[config.mk]
export PLATFORM = sky130hd
export DESIGN_NAME = accum_store_ctl
export DESIGN_NICKNAME = d
export VERILOG_FILES = /design/src/rtl/accum_store_ctl_pkg.sv /design/src/rtl/accum_store_ctl_store_wdog.sv /design/src/rtl/accum_store_ctl.sv
export SDC_FILE = /design/constraint.sdc
export NUM_CORES = 1
export LEC_CHECK = 0
export BUFFER_PORTS_ARGS = -buffer_cell sky130_fd_sc_hd__buf_2
export CAP_MARGIN = 20
export CORE_ASPECT_RATIO = 0.75
export CORE_MARGIN = 2
export CORE_UTILIZATION = 41
export CTS_CLUSTER_DIAMETER = 60
export DETAILED_ROUTE_END_ITERATION = 8
export GPL_TIMING_DRIVEN = 0
export PLACE_DENSITY_LB_ADDON = 0.1
export SLEW_MARGIN = 20
export SYNTH_ARGS = -nofsm -noshare
export SYNTH_HDL_FRONTEND = slang
export SYNTH_SLANG_ARGS = --single-unit
[constraint.sdc]
create_clock -name clk1 -period 1.8 [get_ports clk1]
set_input_delay 0.09 -clock clk1 [delete_from_list [all_inputs] [get_ports clk1]]
set_output_delay 0.09 -clock clk1 [all_outputs]
set_load 0.01 [all_outputs]
[src/rtl/accum_store_ctl_pkg.sv]
// rtl/accum_store_ctl_pkg.sv - shared types and defaults for the accumulator store path
package accum_store_ctl_pkg;

    localparam int DEF_DATA_W    = 8;
    localparam int DEF_ADDR_W    = 13;
    localparam int DEF_SETUP_CYC = 1;
    localparam int DEF_TIMEOUT   = 15;

    typedef enum logic [1:0] {
        ST_IDLE  = 2'd0,
        ST_SETUP = 2'd1,
        ST_WRITE = 2'd2,
        ST_HOLD  = 2'd3
    } store_state_t;

    // Bits needed for a counter that must be able to hold max_val
    function automatic int cnt_width(input int max_val);
        return (max_val < 1) ? 1 : $clog2(max_val + 1);
    endfunction

endpackage

[src/rtl/accum_store_ctl_store_wdog.sv]
// rtl/accum_store_ctl_store_wdog.sv - up-counter with loadable terminal count for setup dwell and write timeout
module accum_store_ctl_store_wdog #(
    parameter int CNT_W = 4
) (
    input  logic             clk1,
    input  logic             rst,
    input  logic             clr,
    input  logic             en,
    input  logic             load,
    input  logic [CNT_W-1:0] load_val,
    output logic             tc
);

    logic [CNT_W-1:0] cnt;
    logic [CNT_W-1:0] tc_val;

    // Count register and terminal value; clear takes priority over increment
    always_ff @(posedge clk1 or posedge rst) begin
        if (rst) begin
            cnt    <= '0;
            tc_val <= '0;
        end else begin
            if (load) begin
                tc_val <= load_val;
            end
            if (clr) begin
                cnt <= '0;
            end else if (en) begin
                cnt <= cnt + CNT_W'(1);
            end
        end
    end

    assign tc = (cnt == tc_val);

endmodule

[src/rtl/accum_store_ctl.sv]
// rtl/accum_store_ctl.sv - snapshots the accumulator on a store request and writes it over the bus
module accum_store_ctl
    import accum_store_ctl_pkg::*;
#(
    parameter int DATA_W    = DEF_DATA_W,
    parameter int ADDR_W    = DEF_ADDR_W,
    parameter int SETUP_CYC = DEF_SETUP_CYC,
    parameter int TIMEOUT   = DEF_TIMEOUT
) (
    input  logic              clk1,
    input  logic              rst,
    input  logic [DATA_W-1:0] accum,
    input  logic              accum_valid,
    input  logic              sto_req,
    input  logic [ADDR_W-1:0] sto_addr,
    input  logic              mem_ack,
    output logic [ADDR_W-1:0] mem_addr,
    output logic [DATA_W-1:0] mem_wdata,
    output logic              mem_wr,
    output logic              data_oe,
    output logic              busy,
    output logic              done,
    output logic              err_invalid,
    output logic              err_timeout
);

    // One counter serves both phases, so size it for the larger terminal value
    localparam int CNT_W = cnt_width((TIMEOUT > SETUP_CYC) ? TIMEOUT : SETUP_CYC);

    store_state_t     state;
    logic             wd_clr;
    logic             wd_en;
    logic             wd_load;
    logic [CNT_W-1:0] wd_load_val;
    logic             wd_tc;

    // Counter control: parked at zero with the setup dwell loaded while idle,
    // re-armed with the timeout on the way into WRITE
    always_comb begin
        wd_clr      = 1'b0;
        wd_en       = 1'b0;
        wd_load     = 1'b0;
        wd_load_val = CNT_W'(SETUP_CYC);
        case (state)
            ST_IDLE: begin
                wd_clr      = 1'b1;
                wd_load     = 1'b1;
                wd_load_val = CNT_W'(SETUP_CYC);
            end
            ST_SETUP: begin
                if (wd_tc) begin
                    wd_clr      = 1'b1;
                    wd_load     = 1'b1;
                    wd_load_val = CNT_W'(TIMEOUT);
                end else begin
                    wd_en = 1'b1;
                end
            end
            ST_WRITE: begin
                wd_en = 1'b1;
            end
            default: begin
                wd_clr = 1'b0;
            end
        endcase
    end

    accum_store_ctl_store_wdog #(
        .CNT_W (CNT_W)
    ) u_wdog (
        .clk1     (clk1),
        .rst      (rst),
        .clr      (wd_clr),
        .en       (wd_en),
        .load     (wd_load),
        .load_val (wd_load_val),
        .tc       (wd_tc)
    );

    // Store sequencer with registered bus outputs and status pulses
    always_ff @(posedge clk1 or posedge rst) begin
        if (rst) begin
            state       <= ST_IDLE;
            mem_addr    <= '0;
            mem_wdata   <= '0;
            mem_wr      <= 1'b0;
            data_oe     <= 1'b0;
            busy        <= 1'b0;
            done        <= 1'b0;
            err_invalid <= 1'b0;
            err_timeout <= 1'b0;
        end else begin
            done        <= 1'b0;
            err_invalid <= 1'b0;
            err_timeout <= 1'b0;
            case (state)
                ST_IDLE: begin
                    if (sto_req) begin
                        if (accum_valid) begin
                            mem_wdata <= accum;
                            mem_addr  <= sto_addr;
                            data_oe   <= 1'b1;
                            busy      <= 1'b1;
                            state     <= ST_SETUP;
                        end else begin
                            err_invalid <= 1'b1;
                        end
                    end
                end
                ST_SETUP: begin
                    if (wd_tc) begin
                        mem_wr <= 1'b1;
                        state  <= ST_WRITE;
                    end
                end
                ST_WRITE: begin
                    // An ack on the terminal-count edge still counts as success
                    if (mem_ack) begin
                        mem_wr <= 1'b0;
                        done   <= 1'b1;
                        state  <= ST_HOLD;
                    end else if (wd_tc) begin
                        mem_wr      <= 1'b0;
                        err_timeout <= 1'b1;
                        state       <= ST_HOLD;
                    end
                end
                ST_HOLD: begin
                    data_oe <= 1'b0;
                    busy    <= 1'b0;
                    state   <= ST_IDLE;
                end
                default: begin
                    state <= ST_IDLE;
                end
            endcase
        end
    end

endmodule

Word-level counts from Yosys, hierarchy flattened

Index checks and enable logic that the tools add are counted.

Add/subtract/negate cells: 1
Equality and inequality tests: 8
Mux-type cells: 28
Reductions and logical operators: 8

Operator list:

| operator                                                        | count |
|---|---|
| 4-bit 2-to-1 mux                                                | 4 |
| 1-bit 2-to-1 mux                                                | 14 |
| 2-bit 2-to-1 mux                                                | 5 |
| 3-bit AND reduction                                             | 3 |
| 1-bit one-hot mux with 2 select lines                           | 4 |
| 2-bit one-hot mux with 4 select lines                           | 1 |
| 2-bit nonzero test                                              | 3 |
| 4-bit by 1-bit adder with 4-bit output, second input constant   | 1 |
| 2-bit == test, second input constant                            | 2 |
| 4-bit == test                                                   | 1 |
| 2-bit != test, second input constant                            | 2 |
| 4-bit AND reduction                                             | 1 |
| 3-bit by 2-bit != test with 1-bit output, second input constant | 1 |
| 2-bit by 1-bit == test with 1-bit output, second input constant | 1 |
| 2-bit logical NOT                                               | 1 |
| 2-bit by 1-bit != test with 1-bit output, second input constant | 1 |

Register bits: 36
Input port bits: 26

Longest topological paths before layout

Depth after elaboration: 5
Depth in mapped cells: 6

By module

From an unflattened synthesis, not the netlist that was laid out.

Cells, all modules: 121
Area, all modules: 1682.9 um^2

By module, submodules not included:

| module                     | instances | cells each | area each (um^2) | sequential area each (um^2) |
|---|---|---|---|---|
| accum_store_ctl            | 1         | 91         | 1300.0           | 700.7 |
| accum_store_ctl_store_wdog | 1         | 30         | 382.9            | 200.2 |

Least setup slack after synthesis

No wires, ideal clock.

Kind: reg-to-reg
Start point: register state[0]
End point: register state[1]
Arrival time: 1456 ps
Data required time: 1672 ps
Path slack: 216 ps
Stages on the path, launching flop included: 7
Buffers on the path: 1
Path through: dfrtp_1 inv_1 ha_1 clkbuf_1 nand2_1 o21ai_1 mux2_1

Word-level cells in the longest chain between the ends: 3
Elaborated cells between the ends (all ways): 10
Those cells by class: eq/ne: 7; mux: 1; reduce/logical: 2

Ends and longest elaborated chain:

| element                                                                    | RTL line               | RTL |
|---|---|---|
| start, declared                                                            | accum_store_ctl.sv:30  | `store_state_t state;` |
| start signal, assigned                                                     | accum_store_ctl.sv:83  | `state <= ST_IDLE;` |
| start signal, assigned                                                     | accum_store_ctl.sv:104 | `state <= ST_SETUP;` |
| start signal, assigned                                                     | accum_store_ctl.sv:113 | `state <= ST_WRITE;` |
| 2-bit == test (tied with other cells)                                      | accum_store_ctl.sv:96  | `case (state)` |
| 3-bit by 2-bit != test with 1-bit output (no line) (tied with other cells) | n/a                    |  |
| 4-bit AND reduction (no line)                                              | n/a                    |  |

Several ways; a longest one is shown, not always the timed one.
A chain may end at the register's enable or synchronous reset.

Worst setup path after layout

Ends and elaborated chain as after synthesis.

==> metrics.md <==
| Metric | Value |
|---|---|
| Share of cells above drive strength 1 | `0.520` |
| Yosys reg bits | `34` |
| Initial DRC count | `44` |
| Vias | `roughly 1000` |
| I/O Buffers | `52` |
| Pwr Total | `0.00324 W` |
| Main combinational cell family by area after synthesis | `multiplexers` |
| Post-CTS Setup Bufs | `0` |
| Area after DPL | `between 0.0015 and 0.002 mm^2` |
| All-Layer GR Usage | `0.158` |
| CTS buffer count | `5` |
| Layout Skew | `7.51 ps` |
| DIE WIDTH | `between 70 and 80 um` |
| Sequential share of the synthesized area | `0.578` |
| Synth Area in Adders | `0.0510` |
| First-pass GRT wire length | `roughly 4.8 mm` |
| Cell depth of the worst flop-to-flop path | `6` |
| CTS sink cnt | `34` |
| CTS tree | `built` |
| DRT Pass-1 Iters | `4` |
| Worst Setup End Kind | `flip-flop` |
| Worst R2R Setup Slack | `around 150 ps` |
| Core area | `~0.0034 mm^2` |
| Measured slew at the worst slew-check pin | `~700 ps` |
| Nets | `just over 200` |
| # diodes | `0` |
| RePlAce Congestion | `about 0.77` |
| Post-Synth Simple-Gate Area | `0.0680` |
| Synthesis Warnings | `0` |
| Crit Path Category | `reg -> reg` |
| Final WL | `2.94 mm` |
| RSZ-0062 raised after global routing | `false` |
| Synth top area share | `0.578` |
| FP Rows | `18` |
| Final period utilization | `0.916` |
| Mux share of post-synthesis cell area | `0.168` |
| Hold EP | `done` |
| Vias per cell | `between 4 and 5` |
| Full die area | `around 0.0041 mm^2` |
| Vert. Die Dim | `between 50 and 60 um` |
| P_leak | `between 0.9 and 1 nW` |
| Post-Syn Instances | `110` |
| Number of global-route vias before repair | `about 1100` |
| Largest net degree at the start of global routing | `35` |
| Skew-Pair Late Insertion Delay | `~280 ps` |
| Worst hold slack | `slightly below 30 ps` |
| Startpoint Class | `flip-flop` |
| Routed Antenna Nets | `0` |
| Clk root buf | `clkbuf_8` |
| Pwr dens | `approximately 1700 mW/mm^2` |
| Top-level I/O count | `53` |
| Max_cap viols | `0` |
| WHS Path Cells | `2` |
| Peak VDD IR | `about 960 uV` |
| Crit path time final | `between 1500 and 2000 ps` |
| Status | `completed` |
| Net Count, Synth | `142` |
| Hold crit path type | `in -> reg` |
| Synth unique cells | `31` |
| Worst-path clk slew | `~70 ps` |
| Crit path required time | `around 2000 ps` |
| Worst path arrival time | `around 1800 ps` |
| Compound-Gate Fraction of Synth Area | `0.0994` |
| Final Hold Vio Count | `0` |
| Crit path max fanout | `10` |
| Post-Synth XOR/XNOR Area | `0.00595` |
| Mapped Avg Cell Area | `about 13 um^2` |
| Initial antenna violation count | `0` |
| Placed Cells | `between 200 and 250` |
| Final setup fails | `0` |
| Most area-hungry cell type in the Yosys netlist | `dfrtp_1` |
| P&R area growth vs syn | `28.5%` |
| Post-route design area | `~0.0019 mm^2` |
| Starting density of the core | `0.439` |
| Highest clock rate | `607 MHz` |
| GRT overflow | `0` |
| DR DRC count | `0` |
| H-Tree Depth | `2` |
| Worst R2R Start | `state[0]` |
| Count of pins over their slew limit | `0` |
| Top cells by area, synth | `dfrtp_1 (58%), mux2_2 (16%), ha_1 (5.1%)` |
| Worst R2R End | `state[1]` |
| Longest Clk Path Bufs | `2` |
| HP Start | `mem_ack` |
| DR WL/cell | `13.9 um` |
| Worst slew margin | `0.525` |
| Synthesized area | `0.00147 mm^2` |
| Final Non-Filler Cells | `211` |
| DP Wirelength | `approximately 2.2 mm` |
[kinds of logic (layout without fill, tap and decap cells)]
group / count (synthesis) / count (layout)
AOI/OAI and AO/OA: 20 / 20
DFF: 34 / 34
and+or+nand+nor: 17 / 17
muxes: 22 / 22
buffers and inverters: 10 / 71
adders and majority gates: 6 / 6
xor gates and xnor gates: 1 / 1
[area by class of cell]
type,instances,area (um^2)
fillers,281,1460
inverters,5,18.8
well taps,40,50.0
flip-flops and latches,34,851
multi-input cells,66,578
clock inverters,1,5.00
repair buffers,54,280
clock buffers,7,86.3
plain buffers,4,22.5
[cells in the final DEF, fill, tap and decap left out, types with 2 or more instances in the layout]
cell and n:
a211oi_1 2, a21oi_1 6, buf_2 54, clkbuf_8 6, dfrtp_1 34, dlygate4sd3_1 2, ha_1 6, inv_1 4
mux2_2 21, nand2_1 5, nand2b_1 2, nand3_1 2, nor2b_1 2, o21ai_0 3
[metal layers]
layer	GRT usage	routed length, um	part of all wire	vias to the layer above
met5	0	0	0	-
met2	0.234	1300	0.44	35
met4	0.0820	46	0.016	0
met1	0.199	1360	0.46	499
li1	-	-	-	508
met3	0.0616	229	0.078	5
[where the power goes]
part / switching [W] / leakage [nW] / total (W) / internal, W
sequential: 0.000215 / 0.416 / 0.00132 / 0.00111
combinational: 0.000673 / 0.493 / 0.00135 / 0.000675
clock: 0.000262 / 0.0482 / 0.000571 / 0.000308
total: 0.00115 / 0.957 / 0.00324 / 0.00209
[registers in the layout (all words and copies together) (netlist names)]
| signal | count |
|---|---|
| busy | 1 |
| done | 1 |
| err_invalid | 1 |
| err_timeout | 1 |
| mem_addr | 13 |
| mem_wdata | 8 |
| mem_wr | 1 |
| state | 2 |
| u_wdog.cnt | 4 |
| u_wdog.tc_val | 2 |
[worst max-delay path, stage by stage, from the launching register on]
cell      delay [ps]
dfrtp_1          410
inv_1            120
ha_1             170
clkbuf_2         230
nand2_1          120
o21ai_1          140
mux2_1           340
[per-stage QoR]
stage | TNS, ps | util | worst slack, ps
detailed placement | -43.4 | 0.531 | -43.4
floorplan | 0 | - | 216
CTS | 0 | 0.565 | 82.6
global placement | 0 | 0.531 | 19.9
finish | 0 | 0.564 | 151
global route | 0 | 0.564 | 26.3
[repair_timing]
action / in CTS / in global routing
resized for setup: 1 / 0
hold endpoints to repair: 35 / 0
hold buffers: 2 / 0
setup endpoints to repair: 1 / 1
[cells in the mapped netlist (all sizes together)]
master	count
dfrtp	34
mux2	22
a21oi	6
ha	6
inv	5
nand2	5
o21ai	4
buf	3
a2111oi	2
a211oi	2
clkbuf	2
nand2b	2
nand3	2
nor2b	2
nor4	2
a211o	1
a21o	1
a221o	1
a22o	1
a31oi	1
and2	1
and3	1
and4	1
nor2	1
o21a	1
xnor2	1
[worst max-delay path by stage]
stage | startpoint | slack [ps] | end | cells after the start
after CTS | state[1] | 80 | state[1] | 6
final | state[0] | 150 | state[1] | 6
after floorplan | state[0] | 220 | state[1] | 6
after global routing | state[0] | 30 | state[1] | 6
after global placement | state[0] | 20 | state[1] | 6
after detailed placement | state[0] | -40 | state[1] | 6
No activity file was read; power rests on OpenSTA's default activity.
